### src/rtl/mem_port_arbiter_pkg.sv
// Shared memory-map definitions for the unified 1024x16 RAM and its requesters.
package mem_map_pkg;

  localparam int ADDR_W = 10;
  localparam int DATA_W = 16;

  typedef enum logic [1:0] {
    REQ_VGA = 2'd0,
    REQ_CPU = 2'd1,
    REQ_IO  = 2'd2
  } req_idx_e;

  // Word addresses the I/O snapshot writer drops controller/music state into.
  localparam logic [ADDR_W-1:0] CTRL_ADDR  = 10'h3F0;
  localparam logic [ADDR_W-1:0] MUSIC_ADDR = 10'h3F1;

endpackage

### src/rtl/mem_port_arbiter_if.sv
// Requester handshakes plus the single RAM port, bundled for the arbiter.
interface mem_port_arbiter_if;
  import mem_map_pkg::*;

  logic              vga_req;
  logic [ADDR_W-1:0] vga_addr;
  logic              vga_gnt;
  logic              vga_rvalid;

  logic              cpu_req;
  logic              cpu_we;
  logic [ADDR_W-1:0] cpu_addr;
  logic [DATA_W-1:0] cpu_wdata;
  logic              cpu_gnt;
  logic              cpu_rvalid;

  logic              io_req;
  logic [ADDR_W-1:0] io_addr;
  logic [DATA_W-1:0] io_wdata;
  logic              io_gnt;

  logic [ADDR_W-1:0] ram_addr;
  logic              ram_we;
  logic [DATA_W-1:0] ram_wdata;
  logic [DATA_W-1:0] ram_rdata;
  logic [DATA_W-1:0] rdata;

  // Arbiter side.
  modport slave (
    input  vga_req, vga_addr, cpu_req, cpu_we, cpu_addr, cpu_wdata,
    input  io_req, io_addr, io_wdata, ram_rdata,
    output vga_gnt, vga_rvalid, cpu_gnt, cpu_rvalid, io_gnt,
    output ram_addr, ram_we, ram_wdata, rdata
  );

  // Requester / RAM side.
  modport master (
    output vga_req, vga_addr, cpu_req, cpu_we, cpu_addr, cpu_wdata,
    output io_req, io_addr, io_wdata, ram_rdata,
    input  vga_gnt, vga_rvalid, cpu_gnt, cpu_rvalid, io_gnt,
    input  ram_addr, ram_we, ram_wdata, rdata
  );

endinterface

### src/rtl/mem_port_arbiter_rr_pick2.sv
// Two-way round-robin chooser: ptr=0 favours req0, ptr=1 favours req1 on a tie.
module rr_pick2 (
  input  logic       req0,
  input  logic       req1,
  input  logic       ptr,
  output logic [1:0] gnt
);

  always_comb begin
    gnt = 2'b00;
    if (req0 && (!req1 || !ptr)) begin
      gnt[0] = 1'b1;
    end else if (req1) begin
      gnt[1] = 1'b1;
    end
  end

endmodule

### src/rtl/mem_port_arbiter.sv
// Single-port RAM arbiter: VGA deadline priority, CPU anti-starvation override,
// CPU/IO round-robin, combinational address/data mux and 1-cycle read valid.
module mem_port_arbiter
  import mem_map_pkg::*;
#(
  parameter int unsigned MAX_WAIT = 8
) (
  input  logic                 clk,
  input  logic                 reset,
  mem_port_arbiter_if.slave    bus
);

  localparam logic [7:0] MAX_WAIT_C = 8'(MAX_WAIT);

  logic [7:0] wait_cnt_q, wait_cnt_d;
  logic       rr_ptr_q, rr_ptr_d;
  logic       vga_rvalid_q, vga_rvalid_d;
  logic       cpu_rvalid_q, cpu_rvalid_d;

  logic [1:0] rr_gnt;
  logic [2:0] gnt;

  rr_pick2 u_rr_pick2 (
    .req0 (bus.cpu_req),
    .req1 (bus.io_req),
    .ptr  (rr_ptr_q),
    .gnt  (rr_gnt)
  );

  // Grants are held off for the whole time reset is asserted.
  always_comb begin
    gnt = 3'b000;
    if (!reset) begin
      gnt = 3'b000;
    end else if (bus.cpu_req && (wait_cnt_q == MAX_WAIT_C)) begin
      gnt[REQ_CPU] = 1'b1;
    end else if (bus.vga_req) begin
      gnt[REQ_VGA] = 1'b1;
    end else begin
      gnt[REQ_CPU] = rr_gnt[0];
      gnt[REQ_IO]  = rr_gnt[1];
    end
  end

  always_comb begin
    bus.ram_addr  = '0;
    bus.ram_we    = 1'b0;
    bus.ram_wdata = '0;
    if (gnt[REQ_VGA]) begin
      bus.ram_addr = bus.vga_addr;
    end else if (gnt[REQ_CPU]) begin
      bus.ram_addr  = bus.cpu_addr;
      bus.ram_we    = bus.cpu_we;
      bus.ram_wdata = bus.cpu_wdata;
    end else if (gnt[REQ_IO]) begin
      bus.ram_addr  = bus.io_addr;
      bus.ram_we    = 1'b1;
      bus.ram_wdata = bus.io_wdata;
    end
  end

  always_comb begin
    rr_ptr_d = rr_ptr_q;
    if (gnt[REQ_CPU]) begin
      rr_ptr_d = 1'b1;
    end else if (gnt[REQ_IO]) begin
      rr_ptr_d = 1'b0;
    end

    // Any denial of a pending CPU request counts, whoever won the port.
    wait_cnt_d = wait_cnt_q;
    if (!bus.cpu_req || gnt[REQ_CPU]) begin
      wait_cnt_d = 8'd0;
    end else if (wait_cnt_q < MAX_WAIT_C) begin
      wait_cnt_d = wait_cnt_q + 8'd1;
    end

    vga_rvalid_d = gnt[REQ_VGA];
    cpu_rvalid_d = gnt[REQ_CPU] & ~bus.cpu_we;
  end

  always_ff @(posedge clk or negedge reset) begin
    if (!reset) begin
      wait_cnt_q   <= 8'd0;
      rr_ptr_q     <= 1'b0;
      vga_rvalid_q <= 1'b0;
      cpu_rvalid_q <= 1'b0;
    end else begin
      wait_cnt_q   <= wait_cnt_d;
      rr_ptr_q     <= rr_ptr_d;
      vga_rvalid_q <= vga_rvalid_d;
      cpu_rvalid_q <= cpu_rvalid_d;
    end
  end

  assign bus.vga_gnt    = gnt[REQ_VGA];
  assign bus.cpu_gnt    = gnt[REQ_CPU];
  assign bus.io_gnt     = gnt[REQ_IO];
  assign bus.vga_rvalid = vga_rvalid_q;
  assign bus.cpu_rvalid = cpu_rvalid_q;
  assign bus.rdata      = bus.ram_rdata;

endmodule

### src/flat_wrapper.sv
// flat-port wrapper written by rule: the top's interface ports become plain ports
module mem_port_arbiter_flat import mem_map_pkg::*;
#(
  parameter int unsigned MAX_WAIT = 8
)
  (clk, reset, bus_vga_req, bus_vga_addr, bus_cpu_req, bus_cpu_we, bus_cpu_addr, bus_cpu_wdata, bus_io_req, bus_io_addr, bus_io_wdata, bus_ram_rdata, bus_vga_gnt, bus_vga_rvalid, bus_cpu_gnt, bus_cpu_rvalid, bus_io_gnt, bus_ram_addr, bus_ram_we, bus_ram_wdata, bus_rdata);
  mem_port_arbiter_if bus_i ();
  input  logic clk;
  input  logic reset;
  input wire logic [$bits(bus_i.vga_req)-1:0] bus_vga_req;
  input wire logic [$bits(bus_i.vga_addr)-1:0] bus_vga_addr;
  input wire logic [$bits(bus_i.cpu_req)-1:0] bus_cpu_req;
  input wire logic [$bits(bus_i.cpu_we)-1:0] bus_cpu_we;
  input wire logic [$bits(bus_i.cpu_addr)-1:0] bus_cpu_addr;
  input wire logic [$bits(bus_i.cpu_wdata)-1:0] bus_cpu_wdata;
  input wire logic [$bits(bus_i.io_req)-1:0] bus_io_req;
  input wire logic [$bits(bus_i.io_addr)-1:0] bus_io_addr;
  input wire logic [$bits(bus_i.io_wdata)-1:0] bus_io_wdata;
  input wire logic [$bits(bus_i.ram_rdata)-1:0] bus_ram_rdata;
  output wire logic [$bits(bus_i.vga_gnt)-1:0] bus_vga_gnt;
  output wire logic [$bits(bus_i.vga_rvalid)-1:0] bus_vga_rvalid;
  output wire logic [$bits(bus_i.cpu_gnt)-1:0] bus_cpu_gnt;
  output wire logic [$bits(bus_i.cpu_rvalid)-1:0] bus_cpu_rvalid;
  output wire logic [$bits(bus_i.io_gnt)-1:0] bus_io_gnt;
  output wire logic [$bits(bus_i.ram_addr)-1:0] bus_ram_addr;
  output wire logic [$bits(bus_i.ram_we)-1:0] bus_ram_we;
  output wire logic [$bits(bus_i.ram_wdata)-1:0] bus_ram_wdata;
  output wire logic [$bits(bus_i.rdata)-1:0] bus_rdata;
  assign bus_i.vga_req = bus_vga_req;
  assign bus_i.vga_addr = bus_vga_addr;
  assign bus_i.cpu_req = bus_cpu_req;
  assign bus_i.cpu_we = bus_cpu_we;
  assign bus_i.cpu_addr = bus_cpu_addr;
  assign bus_i.cpu_wdata = bus_cpu_wdata;
  assign bus_i.io_req = bus_io_req;
  assign bus_i.io_addr = bus_io_addr;
  assign bus_i.io_wdata = bus_io_wdata;
  assign bus_i.ram_rdata = bus_ram_rdata;
  assign bus_vga_gnt = bus_i.vga_gnt;
  assign bus_vga_rvalid = bus_i.vga_rvalid;
  assign bus_cpu_gnt = bus_i.cpu_gnt;
  assign bus_cpu_rvalid = bus_i.cpu_rvalid;
  assign bus_io_gnt = bus_i.io_gnt;
  assign bus_ram_addr = bus_i.ram_addr;
  assign bus_ram_we = bus_i.ram_we;
  assign bus_ram_wdata = bus_i.ram_wdata;
  assign bus_rdata = bus_i.rdata;
  mem_port_arbiter #(.MAX_WAIT(MAX_WAIT)) u_core (.clk(clk), .reset(reset), .bus(bus_i));
endmodule
### config.mk
export PLATFORM = sky130hd
export DESIGN_NAME = mem_port_arbiter_flat
export DESIGN_NICKNAME = d
export VERILOG_FILES = /design/src/rtl/mem_port_arbiter_pkg.sv /design/src/rtl/mem_port_arbiter_if.sv /design/src/rtl/mem_port_arbiter_rr_pick2.sv /design/src/rtl/mem_port_arbiter.sv /design/src/flat_wrapper.sv
export SDC_FILE = /design/constraint.sdc
export NUM_CORES = 1
export LEC_CHECK = 0
export CORE_ASPECT_RATIO = 2
export CORE_UTILIZATION = 27
export CTS_CLUSTER_SIZE = 40
export DETAILED_ROUTE_END_ITERATION = 6
export GPL_TIMING_DRIVEN = 0
export PLACE_DENSITY = 0.86
export SLEW_MARGIN = 20
export SYNTH_ARGS = -nofsm -noshare
export SYNTH_HDL_FRONTEND = slang
export SYNTH_HIERARCHICAL = 1
export SYNTH_SLANG_ARGS = --single-unit
### constraint.sdc
create_clock -name clk -period 3.86 [get_ports clk]
set_clock_uncertainty 0.1 [all_clocks]
set_input_delay 1.158 -clock clk [delete_from_list [all_inputs] [get_ports clk]]
set_output_delay 1.158 -clock clk [all_outputs]
set_load 0.01 [all_outputs]
==> flow_metrics.py <==
metrics = {
    "run_status": {
        "status": "complete, but fails checks",
        "violations": "setup timing",
    },
    "floorplan": {
        "die_w_um": 47.4,
        "core_region_area_mm2": 0.00388,
        "fp.dieArea_mm2": 0.00439,
        "num_io_pins": 132,
        "number_of_core_rows": 32,
        "die_h_um": 92.7,
        "start_util_pct": 28.6,
    },
    "layout": {
        "fraction_of_final_layout_cells_sized_beyond_drive_strength_1_pct": 31.8,
        "final_net_count": 345,
        "count_of_inserted_antenna_diode_cells": 0,
        "final_common_cell": "clkdlybuf4s50_1",
        "areaGrowthSynthToFinish_pct": 120,
        "instances_no_fill": 309,
        "most_frequent_cells_in_the_layout": "clkdlybuf4s50_1 (83), buf_4 (31), a22o_1 (17)",
    },
    "timing": {
        "max_slew.worst_pin.slew_ns": 0.436,
        "final.min_clock_period_ns": 3.88,
        "tns_ns": -0.0250,
        "timing.final.setup_violations": 1,
        "finalHoldViolCount": 0,
        "timing_max_transition_violations_final": 0,
        "achievable-frequency_mhz": 257,
        "slew_headroom_pct": 70.7,
        "crit_path_setup_slack_layout_ns": -0.0250,
        "fin_crit_sh_pct": 101,
        "whs_ns": 0.481,
        "unrepaired_setup_endpoints_after_global_routing": "yes",
    },
    "place": {
        "port_buffers": 115,
        "globalplace.congestion": 0.747,
        "dp.final_hpwl_um": 3300,
        "detailedPlace.worstSlack_ns": -1.41,
        "post-place-cells": 288,
    },
    "clocking": {
        "cts.htree.levels": 1,
        "clockBufferDepth": 2,
        "cts_hold_fix_bufs": 0,
        "clkLatencyLatePin_ns": 0.24,
        "cts_buffers": 3,
        "cts_tree": "done",
        "cts.sink_count": 11,
        "cts_root_buffer": "clkbuf_8",
        "cts.clk_slew.worst_paths_ns": 0.05,
    },
    "global_routing": {
        "grt_use_total_pct": 21.0,
        "grt_start_max_net_pins": 18,
        "grt_pass1_wl_um": 6690,
        "antenna_found_initial": 0,
        "globalRouteOverflowTotal": 0,
        "first_global_vias": 1610,
    },
    "yosys": {
        "synth_nets": 208,
        "syn_area_per_cell_um2": 9.11,
        "ys.warnings.count": 6,
        "post_synth_inst_count": 122,
        "ys_seq_area_share_pct": 24.8,
        "synth-seq-cells": 11,
        "ys_types": 27,
        "total_standard_cell_area_after_synthesis_mm2": 0.00111,
    },
    "power_and_ir_drop": {
        "ir_drop_v": 0.000110,
        "power.density_mw_per_mm2": 194,
        "static-leakage-power_uw": 0.00124,
    },
    "routing": {
        "via_count": 1494,
        "first_iter_violations": 18,
        "met2_wirelength_um": 2640,
        "wire_per_inst_um": 14.1,
        "via_per_inst": 4.83,
        "detailroute.wirelength.met3_um": 335,
        "routedLengthMet1_um": 1300,
        "antenna_violating_nets_remaining": 0,
        "routed_wl_um": 4340,
        "remaining_drc_errors": 0,
        "maxUsedRoutingLayer": "met4",
        "detailedRoute.firstPassIterationCount": 4,
    },
    "critical_path": {
        "path_cells": "buf_2 > a21boi_4 > nand2_2 > a2111oi_4 > buf_4 > buf_6 > buf_6 > buf_6 > a32oi_1 > mux2i_1 > buf_2",
        "critical_path_cell_with_the_highest_stage_delay": "a2111oi_4",
        "timing.critical_path.arrival_ns": 2.63,
        "crit_top_cell": "buf_6",
        "slack_of_the_worst_reg_to_reg_path_ns": 2.00,
        "crit_fanout": 3,
        "critical_path.n_buffers_inverters": 6,
        "timing_worst_setup_path_type": "in -> out",
        "critPathTopFamily": "buffers and inverters",
        "crit_path_end_kind": "primary output",
        "critPathRequiredTime_ns": 2.60,
        "cp_max_stage_delay_ns": 0.24,
        "crit_path_start_kind": "input port",
    },
    "hold_path": {
        "hold_path.class": "reg -> reg",
    },
    "job": {
        "maxCapViolations": 0,
    },
}
-- path summary, 6_finish.rpt --
check | from | end | cells after the start
max in group asynchronous | reset | u_core/wait_cnt_q[1] | 1
worst min-delay path | u_core/rr_ptr_q | u_core/rr_ptr_q | 2
min in group asynchronous | reset | u_core/bus.vga_rvalid | 1
worst max-delay path | bus_io_req | bus_ram_addr[6] | 11
worst max register to register | u_core/wait_cnt_q[0] | u_core/rr_ptr_q | 8
worst min register to register | u_core/rr_ptr_q | u_core/rr_ptr_q | 2
-- per-layer routing --
| metal | vias to the layer above | GRT usage, % |
|---|---|---|
| met2 | 98 | 41.8 |
| met5 | - | 0 |
| met4 | 0 | 8.10 |
| met3 | 6 | 3.70 |
| li1 | 709 | - |
| met1 | 681 | 17.8 |
-- sequential cells by signal (all words and copies together), names as in the netlist --
signal                 count
u_core/bus.cpu_rvalid      1
u_core/bus.vga_rvalid      1
u_core/rr_ptr_q            1
u_core/wait_cnt_q          8
-- per-stage QoR --
step           power [µW]  area [µm²]  utilization [%]
3_3_place_gp          349        2330             59.9
4_1_cts               481        2500             64.3
2_1_floorplan         213        1110                -
5_1_grt               501        2440             62.8
3_5_place_dp          353        2330             59.9
6_report              474        2440             62.8
-- report_power, final --
| group | internal, µW | leakage, µW | switching (µW) |
|---|---|---|---|
| logic | 144 | 0.00107 | 85.4 |
| clock network | 72.4 | 0.0000228 | 41.4 |
| registers | 123 | 0.000147 | 7.74 |
| total | 339 | 0.00124 | 135 |
-- cell type report --
class	instances	area, µm²
Buffer	21	170
Clock buffer	4	45.0
Fill cell	359	1440
Inverter	17	63.8
Multi-Input combinational cell	72	644
Sequential cell	11	275
Tap cell	51	63.8
Timing Repair Buffer	133	1180
-- synth_stat cells, drive strengths merged --
library cell / n / area (µm²)
buf: 22 / 165
a22o: 17 / 149
inv: 17 / 63.8
dfrtp: 11 / 275
mux2i: 11 / 110
a32oi: 10 / 87.6
nor2: 5 / 18.8
and3: 4 / 25.0
nand2: 4 / 15.0
a21boi: 3 / 22.5
a21oi: 2 / 10.0
ha: 2 / 25.0
nand3: 2 / 10.0
nor3b: 2 / 15.0
xnor2: 2 / 17.5
a2111oi: 1 / 27.5
a211oi: 1 / 7.51
a21bo: 1 / 10.0
a41oi: 1 / 8.76
and4b: 1 / 13.8
nor4: 1 / 21.3
o21ai: 1 / 5.00
or4: 1 / 7.51
-- worst reg2reg max path, cell delays in order (launching register included) --
cell,delay (ns)
dfrtp_1,0.40
inv_1,0.06
ha_1,0.19
and4b_4,0.24
a2111oi_4,0.33
buf_4,0.19
buf_4,0.10
buf_6,0.11
a21oi_1,0.04
-- timing repair --
action,in CTS,in global routing
setup buffers,15,4
endpoints found under the setup margin,30,26
pin swaps,3,1
resized for setup,88,38
cloned,1,0
-- kinds of logic (layout without fill, tap and decap cells) --
logic type               count (synthesis)  in the layout  share of synthesized area (%)
adder cells (fa/ha/maj)                  2              2                           2.25
XOR/XNOR                                 2              2                           1.58
AND/OR/NAND/NOR                         20             20                           11.4
multiplexers                            11             11                           9.91
flip-flops                              11             11                           24.8
buffers and inverters                   39            175                           20.6
AO/OA/AOI/OAI                           37             37                           29.5
(Power assumes the default switching activity.)
